`src/rtl/arm_pipe_pkg.sv`:
```
// Shared types for the ARM-style pipeline control logic: register index width
// and the per-stage shadow record kept for hazard detection.
package arm_pipe_pkg;

    localparam int REG_W = 4;

    typedef struct packed {
        logic             wb;
        logic             mem_read;
        logic [REG_W-1:0] dest;
    } stage_shadow_t;

    localparam stage_shadow_t SHADOW_NOP = '0;

endpackage

```
`src/rtl/hazard_cmp.sv`:
```
// Combinational matcher: reports whether a tracked producer writes either of
// the two ID source registers.
module hazard_cmp
    import arm_pipe_pkg::*;
(
    input  logic             i_wb,
    input  logic [REG_W-1:0] i_dest,
    input  logic [REG_W-1:0] i_src1,
    input  logic [REG_W-1:0] i_src2,
    output logic             o_hit1,
    output logic             o_hit2
);

    // R0 is an ordinary register, so index 0 matches like any other.
    assign o_hit1 = i_wb && (i_dest == i_src1);
    assign o_hit2 = i_wb && (i_dest == i_src2);

endmodule

```
`src/rtl/hazard_ctrl.sv`:
```
// Pipeline hazard unit: tracks EXE/MEM producers, raises stall/bubble on RAW
// dependencies, flushes on taken branches, freezes on memory wait.
module hazard_ctrl #(
    parameter int REG_W = 4,
    parameter int CNT_W = 32
) (
    input  logic             clk,
    input  logic             rst,
    input  logic             fwd_en,
    input  logic             mem_stall,
    input  logic             branch_taken,
    input  logic             id_valid,
    input  logic             id_two_src,
    input  logic [REG_W-1:0] id_src1,
    input  logic [REG_W-1:0] id_src2,
    input  logic             id_wb_en,
    input  logic             id_mem_read,
    input  logic [REG_W-1:0] id_dest,
    output logic             hazard,
    output logic             bubble,
    output logic             flush,
    output logic             freeze_all,
    output logic [CNT_W-1:0] stall_count
);

    import arm_pipe_pkg::*;

    stage_shadow_t    r_shadow_p0;
    logic             r_mem_wb_p1;
    logic [REG_W-1:0] r_mem_dest_p1;
    logic [CNT_W-1:0] r_stall_cnt;

    stage_shadow_t    w_exe_next;
    logic             w_e_hit1;
    logic             w_e_hit2;
    logic             w_m_hit1;
    logic             w_m_hit2;
    logic             w_raw;

    function automatic logic [CNT_W-1:0] sat_inc(input logic [CNT_W-1:0] v);
        return (&v) ? v : v + 1'b1;
    endfunction

    hazard_cmp u_cmp_exe (
        .i_wb   (r_shadow_p0.wb),
        .i_dest (r_shadow_p0.dest),
        .i_src1 (id_src1),
        .i_src2 (id_src2),
        .o_hit1 (w_e_hit1),
        .o_hit2 (w_e_hit2)
    );

    hazard_cmp u_cmp_mem (
        .i_wb   (r_mem_wb_p1),
        .i_dest (r_mem_dest_p1),
        .i_src1 (id_src1),
        .i_src2 (id_src2),
        .o_hit1 (w_m_hit1),
        .o_hit2 (w_m_hit2)
    );

    always_comb begin
        w_raw      = 1'b0;
        hazard     = 1'b0;
        bubble     = 1'b0;
        flush      = 1'b0;
        freeze_all = mem_stall;
        w_exe_next = SHADOW_NOP;

        // With forwarding only a load in EXE cannot supply its value in time.
        if (fwd_en) begin
            w_raw = id_valid && r_shadow_p0.mem_read &&
                    (w_e_hit1 || (id_two_src && w_e_hit2));
        end else begin
            w_raw = id_valid &&
                    (w_e_hit1 || w_m_hit1 ||
                     (id_two_src && (w_e_hit2 || w_m_hit2)));
        end

        // A pending memory wait masks the branch; EXE re-raises it afterwards.
        if (!mem_stall) begin
            if (branch_taken) begin
                flush = 1'b1;
            end else begin
                hazard = w_raw;
                bubble = w_raw;
            end
        end

        if (!(flush || bubble)) begin
            w_exe_next.wb       = id_wb_en;
            w_exe_next.mem_read = id_mem_read;
            w_exe_next.dest     = id_dest;
        end
    end

    // EXE (p0) -> MEM (p1) shadow advance
    always_ff @(posedge clk) begin
        if (rst) begin
            r_shadow_p0   <= SHADOW_NOP;
            r_mem_wb_p1   <= 1'b0;
            r_mem_dest_p1 <= '0;
            r_stall_cnt   <= '0;
        end else if (!mem_stall) begin
            r_shadow_p0   <= w_exe_next;
            r_mem_wb_p1   <= r_shadow_p0.wb;
            r_mem_dest_p1 <= r_shadow_p0.dest;
            if (hazard) begin
                r_stall_cnt <= sat_inc(r_stall_cnt);
            end
        end
    end

    assign stall_count = r_stall_cnt;

endmodule

```
`config.mk`:
```
export PLATFORM = sky130hd
export DESIGN_NAME = hazard_ctrl
export DESIGN_NICKNAME = d
export VERILOG_FILES = /design/src/rtl/arm_pipe_pkg.sv /design/src/rtl/hazard_cmp.sv /design/src/rtl/hazard_ctrl.sv
export SDC_FILE = /design/constraint.sdc
export NUM_CORES = 1
export LEC_CHECK = 0
export CAP_MARGIN = 10
export CORE_AREA = 2 2 124 66
export DETAILED_ROUTE_END_ITERATION = 6
export DIE_AREA = 0 0 126 68
export SLEW_MARGIN = 20
export SYNTH_ARGS = -nofsm -noshare
export SYNTH_HDL_FRONTEND = slang
export SYNTH_SLANG_ARGS = --single-unit
export TNS_END_PERCENT = 1
```
`constraint.sdc`:
```
create_clock -name clk -period 2.7 [get_ports clk]
set_input_delay 0.54 -clock clk [delete_from_list [all_inputs] [get_ports clk]]
set_output_delay 0.54 -clock clk [all_outputs]
set_load 0.05 [all_outputs]
```
### Word level (Yosys, flattened, before mapping)

Cells that the tools add are included.

* flip-flop bits (word level): 43
* input port bits: 21

* add/subtract/negate cells: 1
* equality and inequality tests: 4
* muxes and demuxes: 6
* bitwise gates (word level): 2
* reductions and logical operators: 16

Operators with widths (count)
* adder 32 x 1 -> 32 bit, second input constant: 1
* AND reduction 32 bit: 1
* == test 4 bit: 4
* logical AND 1 bit: 9
* two-way mux 6 bit: 1
* logical OR 1 bit: 5
* two-way mux 1 bit: 5
* AND reduction 3 bit: 1
* NOT 1 bit: 2

### Longest topological paths before layout

Gate-level depths: netlist (run 1).

* word-level depth: 11
* mapped depth: 8

### Modules after synthesis

From an unflattened synthesis (run 1), not the netlist that was laid out.

* cell total of the unflattened synthesis: 254
* area, all modules: 2242.2 sq um

Modules (own cells, without submodules)
* hazard_ctrl: instances 1, cells an instance 230, area an instance 2037.0 sq um
* hazard_cmp: instances 2, cells an instance 12, area an instance 102.6 sq um

### Worst setup path after synthesis (run 1)

OpenSTA, ideal clock, no wires.

* path kind: input-to-output
* start: in id_src2[1]
* end: out hazard
* data arrival time: 2.699 ns
* required time: 2.160 ns
* path slack: -0.539 ns
* stages: 7
* path buffers: 3
* cell sequence: xor2_1 o41ai_2 a32oi_1 buf_2 buf_2 nor2_1 buf_4

* longest elaborated chain between the ends: 9
* elaborated cells between the ends (all ways): 14
* those cells by class: 2 x eq/ne; 3 x mux; 9 x reduce/logical

RTL lines
* start, declared: RTL line hazard_ctrl.sv:15 `input logic [REG_W-1:0] id_src2,`
* == test 4 bit: RTL line hazard_cmp.sv:16 `assign o_hit2 = i_wb && (i_dest == i_src2);`
* logical AND 1 bit: RTL line hazard_cmp.sv:16
* logical OR 1 bit: RTL line hazard_ctrl.sv:77 `(id_two_src && (w_e_hit2 || w_m_hit2)));`
* logical AND 1 bit: RTL line hazard_ctrl.sv:77
* logical OR 1 bit: RTL line hazard_ctrl.sv:76 `(w_e_hit1 || w_m_hit1 ||`
* logical AND 1 bit: RTL line hazard_ctrl.sv:75 `w_raw = id_valid &&`
* two-way mux 1 bit *: RTL line hazard_ctrl.sv:71 `if (fwd_en) begin`
* two-way mux 1 bit * (2 in series)
* end, declared: RTL line hazard_ctrl.sv:19 `output logic hazard,`

Every way passes the cells marked *; elsewhere a longest branch is shown, timed or not.

### Worst setup path after layout (run 1)

* start: in id_src1[1]
* end: out bubble

* longest elaborated chain between the ends: 8
* elaborated cells between the ends (all ways): 12
* those cells by class: 2 x eq/ne; 3 x mux; 7 x reduce/logical

RTL lines
* start, declared: RTL line hazard_ctrl.sv:14 `input logic [REG_W-1:0] id_src1,`
* == test 4 bit: RTL line hazard_cmp.sv:15 `assign o_hit1 = i_wb && (i_dest == i_src1);`
* logical AND 1 bit: RTL line hazard_cmp.sv:15
* logical OR 1 bit (2 in series): RTL line hazard_ctrl.sv:76
* logical AND 1 bit: RTL line hazard_ctrl.sv:75
* two-way mux 1 bit *: RTL line hazard_ctrl.sv:71
* two-way mux 1 bit *: RTL line hazard_ctrl.sv:82 `if (branch_taken) begin`
* two-way mux 1 bit *: RTL line hazard_ctrl.sv:81 `if (!mem_stall) begin`
* end, declared: RTL line hazard_ctrl.sv:20 `output logic bubble,`

Marks and branches as above.

==> reports/qor.txt, run 1 <==
Worst EP required = 2.16 ns
vias in the first global route = 2240
DRT antenna net count = 0
worst setup path class = input port to output pin
Syn Std Cell Area = 0.00253 sq mm
Final Cycle Share = 96.1%
sequential element share of the synthesized area = 34.0%
unrepaired setup endpoints after global routing = false
Initial DRC Count = 159
simple-gate area share of the yosys netlist = 36.6%
number of buffers added on ports = 56
Crit. Startpoint = id_src1[1]
initial antenna violation count = 0
Vias = 2526
total power per unit cell area = 419 mW/mm^2
# rows = 23
max_slew headroom = 54.4%
largest family of logic cells by synthesized area = simple AND/OR/NAND/NOR gates
largest net degree at the start of global routing = 40
grt ovf = 0
Initial DRT Pass Iterations = 4
Yosys top cell area share = 34.0%
IO Count = 57
CP max-delay cell = clkdlybuf4s50_1
Wirelength per Cell = 15.7 microns
worst min path class = register to register
Remaining DRCs = 0
final setup margin = 0.105 ns
P_leak = 0.00124 uW
most frequent cells in the layout = clkdlybuf4s50_1, dfxtp_1, nand2_1
pre-CTS setup slack = -0.190 ns
Hold Buf Count CTS = 0
via/cell ratio = 5.36
Worst EP arrival = 2.06 ns
top post-synthesis cells by area = dfxtp_1, nand4_1, mux2_2
CP endpoint kind = output pin
Clock Skew = 0.00306 ns
core area = 0.00760 sq mm
slowest stage delay, CP = 0.54 ns
synthesized flop and latch total = 43
CTS Root Cell = clkbuf_16
crit path cell chain = clkdlybuf4s50_1, xnor2_2, nand4_1, o41ai_2, a32oi_2, nor2_4, buf_12
Total Wirelength = 7380 microns
clock period minus worst slack = 2.60 ns
worst vdd ir = 0.215 mV
Worst-Skew Late Latency = 0.29 ns
max_cap viols = 0
reg2reg start = r_mem_dest_p1[2]
synth warn = 0
commonest non-fill, non-tap cell in the layout = clkdlybuf4s50_1
GP Congestion = 0.889
FF-to-FF End = stall_count[9]
compound-gate portion of the synthesized area = 11.5%
clk buf depth = 2
multiplexer area fraction after synthesis = 7.71%
count of cell types in the netlist = 41
met2 WL = 2690 microns
highest routed layer = met4
Sink Count = 43
setup violators final = 0
final hold violations = 0
critical path launch point type = input port
Main synth FF type = dfxtp_1
Setup crit end = bubble
area leader, netlist = dfxtp_1
synthesized netlist cell count = 307
met3 wire len = 382 microns
mean post-synth cell area = 8.24 sq um
Nets = 392
Top delay family on crit path = buffers and inverters
DIE AREA = 0.00857 sq mm
Area growth, synth to finish = 40.2%
outcome = finished clean
total global-route track usage = 17.7%
CTS Buf Count = 5
post-layout util = 46.7%
Net Count, Synth = 329
Levels on crit path = 7
CTS tree = built
die width = 126 microns
first-pass GRT wire length = 11800 microns
layout cells sized above 1 = 14.6%
M1 WL = 4270 microns
Post-Synth Adder-Cell Area = 0.494%
antenna cells = 0
worst-margin pin slew = 0.684 ns
reg2reg path depth = 8
Worst Path Buf+Inv = 2
Post-Synth XOR/XNOR Area = 5.54%
CP max FO = 4
max frequency = 385 MHz
Reg clk slew, reported paths = 0.06 ns
Final Max Slew Viols = 0
H-tree depth = 2
Post-synth EDFFs = 0
r2r setup slk = 0.32 ns
initial core utilization = 33.3%
post-DP HPWL = 5560 microns
asr flop ratio synth = 0%
Die Span Y = 68 microns
-- synth_stat cells, types with 2 or more instances --
| cell type | n |
|---|---|
| and2_1 | 3 |
| buf_6 | 2 |
| buf_4 | 2 |
| nand3_1 | 11 |
| buf_2 | 4 |
| or3_1 | 11 |
| nand4_1 | 23 |
| or4_1 | 12 |
| clkbuf_1 | 9 |
| a21oi_1 | 16 |
| xor2_1 | 6 |
| nor2b_1 | 14 |
| and4_1 | 4 |
| dfxtp_1 | 43 |
| nor3_1 | 6 |
| nor2_1 | 23 |
| mux2i_1 | 6 |
| o31ai_1 | 8 |
| o21ai_0 | 15 |
| nand2b_1 | 2 |
| xnor2_1 | 10 |
| nor4_1 | 9 |
| inv_1 | 3 |
| and3_1 | 9 |
| nand2_1 | 24 |
| mux2_2 | 12 |
| nand3b_1 | 6 |
-- layer usage --
| metal | GRT usage, % | vias up |
|---|---|---|
| met5 | 0 | - |
| met4 | 4.12 | 0 |
| met3 | 4.14 | 5 |
| met2 | 21.7 | 69 |
| met1 | 29.0 | 1188 |
| li1 | - | 1264 |
-- kinds of logic (layout without fill, tap and decap cells) --
kind of cell               count (synthesis)  in the layout
muxes                                     18             18
buffers and inverters                     21             85
xor gates and xnor gates                  16             16
adders and majority gates                  1              1
AOI/OAI and AO/OA                         47             47
DFF                                       43             43
and+or+nand+nor                          161            161
-- power by group --
| part | switching [uW] | internal (uW) |
|---|---|---|
| Sequential | 6.70 | 639 |
| Combinational | 60.2 | 61.3 |
| Clock | 260 | 460 |
-- worst min-delay path by stage --
stage / from / endpoint / slack (ns) / cells after the start
5_1_grt: r_shadow_p0[4] / r_shadow_p0[4] / 0.53 / 2
4_1_cts: r_shadow_p0[4] / r_shadow_p0[4] / 0.49 / 2
2_1_floorplan: r_shadow_p0[4] / r_shadow_p0[4] / 0.43 / 2
3_5_place_dp: r_shadow_p0[4] / r_shadow_p0[4] / 0.48 / 2
3_3_place_gp: r_shadow_p0[4] / r_shadow_p0[4] / 0.46 / 2
6_report: r_shadow_p0[4] / r_shadow_p0[4] / 0.49 / 2
-- state kept, by name (all words and copies together) (netlist names) --
| signal | flops |
|---|---|
| r_mem_dest_p1 | 4 |
| r_mem_wb_p1 | 1 |
| stall_count | 32 |
| r_shadow_p0 | 6 |
-- worst register-to-register path, stage by stage (launching register included) --
cell and delay, ns:
dfxtp_1 0.41, xnor2_2 0.14, nand2_1 0.08, o41ai_2 0.33, a32oi_2 0.20, buf_4 0.18, buf_12 0.15, nor4_1 0.39
mux2_2 0.39
-- metrics by stage --
step | setup TNS (ns) | power (uW) | instance area (sq um) | instances | hold slack (ns)
after floorplan | 0 | 721 | 2540 | 307 | 0.426
after global placement | -0.759 | 777 | 3310 | 459 | 0.463
after detailed placement | -2.47 | 779 | 3310 | 459 | 0.480
after CTS | 0 | 1500 | 3520 | 470 | 0.494
after global routing | 0 | 1530 | 3550 | 471 | 0.526
final | 0 | 1490 | 3550 | 471 | 0.494
-- final cells by class --
type	instances	area, sq um
Sequential cell	43	861
Tap cell	100	125
Clock buffer	6	139
Inverter	3	11.3
Multi-Input combinational cell	243	1600
Fill cell	762	4050
Clock inverter	2	35.0
Timing Repair Buffer	74	776
-- repair_timing --
item | 4_1_cts | 5_1_grt
pin swaps | 2 | 3
cloned | 0 | 0
gates resized for setup | 1 | 5
endpoints found under the setup margin | 2 | 8
endpoints found under the hold margin | 0 | 0
setup buffers | 3 | 1
(Power assumes the default switching activity.)
==> inputs of run 2 (changes only) <==
Settings changed: CORE_AREA 2 2 124 66 to 2 2 104 56, DIE_AREA 0 0 126 68 to 0 0 106 58, PLACE_DENSITY set to 0.78.
==> run 2 against run 1 <==
  * Sequential power hardly changed
  * Cell area is 5.1% lower
  * Power is 20% lower
  * Register-to-register slack better by 0.05 ns
  * Via count is 4.1% higher
  * Clock skew is 0.0011 ns higher
  * Die area is 28% lower
==> reports/qor.txt, run 2 (synthesized netlist as in run 1, its figures left out) <==
outcome = finished clean
CTS tree = built
Total Wirelength = 7210 microns
post-layout util = 64.1%
worst vdd ir = 0.226 mV
worst-margin pin slew = 0.575 ns
Levels on crit path = 6
Worst-Skew Late Latency = 0.30 ns
layout cells sized above 1 = 13.3%
Crit. Startpoint = id_src2[3]
total power per unit cell area = 355 mW/mm^2
Sink Count = 43
Placed Area = 0.00326 sq mm
Clock Skew = 0.00412 ns
vias in the first global route = 2241
Initial DRC Count = 271
max_cap viols = 0
Wirelength per Cell = 16.3 microns
setup violators final = 0
# rows = 19
design area = 0.00337 sq mm
Final Cycle Share = 96.5%
largest net degree at the start of global routing = 28
Net Sw Frac = 24.7%
Sequential Area = 861 sq um
H-tree depth = 2
reg2reg start = r_mem_dest_p1[2]
Die Span Y = 58 microns
total global-route track usage = 24.1%
net switching power = 295 uW
Top delay family on crit path = buffers and inverters
Worst EP required = 2.16 ns
critical path launch point type = input port
final hold violations = 0
FF-to-FF End = stall_count[9]
slowest stage delay, CP = 0.45 ns
Nets = 390
Initial DRT Pass Iterations = 6
Layout fillers = 453
max_slew headroom = 61.3%
CP max-delay cell = clkdlybuf4s50_1
Hold Buf Count CTS = 0
worst min path class = register to register
CTS Buf Count = 5
antenna cells = 0
commonest non-fill, non-tap cell in the layout = clkdlybuf4s50_1
die width = 106 microns
CTS Root Cell = clkbuf_8
Worst Path Buf+Inv = 2
initial core utilization = 48.2%
Setup crit end = hazard
unrepaired setup endpoints after global routing = false
first-pass GRT wire length = 11600 microns
DIE AREA = 0.00615 sq mm
clk buf depth = 2
core area = 0.00525 sq mm
r2r setup slk = 0.37 ns
clock period minus worst slack = 2.61 ns
max frequency = 384 MHz
GP Congestion = 0.942
Reg clk slew, reported paths = 0.08 ns
Final Max Slew Viols = 0
reg2reg path depth = 8
number of flip-flops in the largest register = 32
proportion of power drawn by flip-flops and latches = 54.1%
grt ovf = 0
via/cell ratio = 5.96
footprint of the multi-input gates = 0.00159 sq mm
P_leak = 0.00116 uW
number of buffers added on ports = 56
CP endpoint kind = output pin
DRT antenna net count = 0
worst setup path class = input port to output pin
crit path cell chain = clkdlybuf4s50_1, xor2_1, o41ai_2, a32oi_2, nor2_4, buf_12
Worst EP arrival = 2.07 ns
Area growth, synth to finish = 33.0%
CP max FO = 3
initial antenna violation count = 0
Gate power share = 9.9%
Remaining DRCs = 0
P_int = 899 uW
Vias = 2629
clock share of power = 35.9%
post-DP HPWL = 5360 microns
IO Count = 57
most frequent cells in the layout = clkdlybuf4s50_1, dfxtp_1, nand2_1
[run 2: how the worst min path moves through the flow]
stage                        start        endpoint  slack [ns]  cells past startpoint
CTS                 r_shadow_p0[4]  r_shadow_p0[4]        0.49                      2
global route        r_shadow_p0[4]  r_shadow_p0[4]        0.50                      2
floorplan           r_shadow_p0[4]  r_shadow_p0[4]        0.43                      2
finish              r_shadow_p0[4]  r_shadow_p0[4]        0.49                      2
detailed placement  r_shadow_p0[4]  r_shadow_p0[4]        0.48                      2
global placement    r_shadow_p0[4]  r_shadow_p0[4]        0.47                      2
[run 2: layout make-up]
| class | count | area share [%] |
|---|---|---|
| Inverter | 3 | 0.334 |
| Tap cell | 73 | 2.71 |
| Clock inverter | 1 | 0.149 |
| Timing Repair Buffer | 72 | 21.7 |
| Clock buffer | 6 | 2.45 |
| Multi-Input combinational cell | 243 | 47.1 |
| Sequential cell | 43 | 25.6 |
[run 2: metal layers]
metal  up-vias  GRT usage (%)  share of wire, %
li1       1259              -                 -
met3         7           5.17               9.0
met2       118           30.8                39
met5         -              0                 0
met4         0           5.26              0.76
met1      1245           39.7                51
[run 2: power by group through the flow]
stage / sequential (uW) / clock (uW) / combinational (uW)
after floorplan: 658 / 0 / 62.6
after global placement: 661 / 0 / 114
after detailed placement: 661 / 0 / 117
after CTS: 646 / 435 / 117
after global routing: 647 / 463 / 129
final: 646 / 429 / 119
[run 2: metrics by stage]
stage | total power [uW] | worst slack (ns) | std cells | hold WS, ns | setup TNS [ns]
2_1_floorplan | 721 | 0.0158 | 307 | 0.426 | 0
3_3_place_gp | 775 | -0.0342 | 432 | 0.467 | -0.121
3_5_place_dp | 778 | -0.152 | 432 | 0.477 | -1.52
4_1_cts | 1200 | 0.00672 | 440 | 0.490 | 0
5_1_grt | 1240 | 0.0327 | 441 | 0.501 | 0
6_report | 1190 | 0.0940 | 441 | 0.492 | 0
[run 2: timing repair]
item | CTS | global route
setup buffers | 1 | 1
endpoints found under the setup margin | 2 | 3
gates resized for setup | 1 | 2
pin swaps | 3 | 3
[run 2: worst min-delay path, stage by stage (launching register included)]
cell and delay, ns:
dfxtp_1 0.33, nand2_1 0.06, o21ai_0 0.06
==> inputs of run 3 (changes only) <==
Settings changed: CAP_MARGIN 10 to unset.
==> results of run 3 <==
Final layout, timing and power as in run 2 (identical DEF).
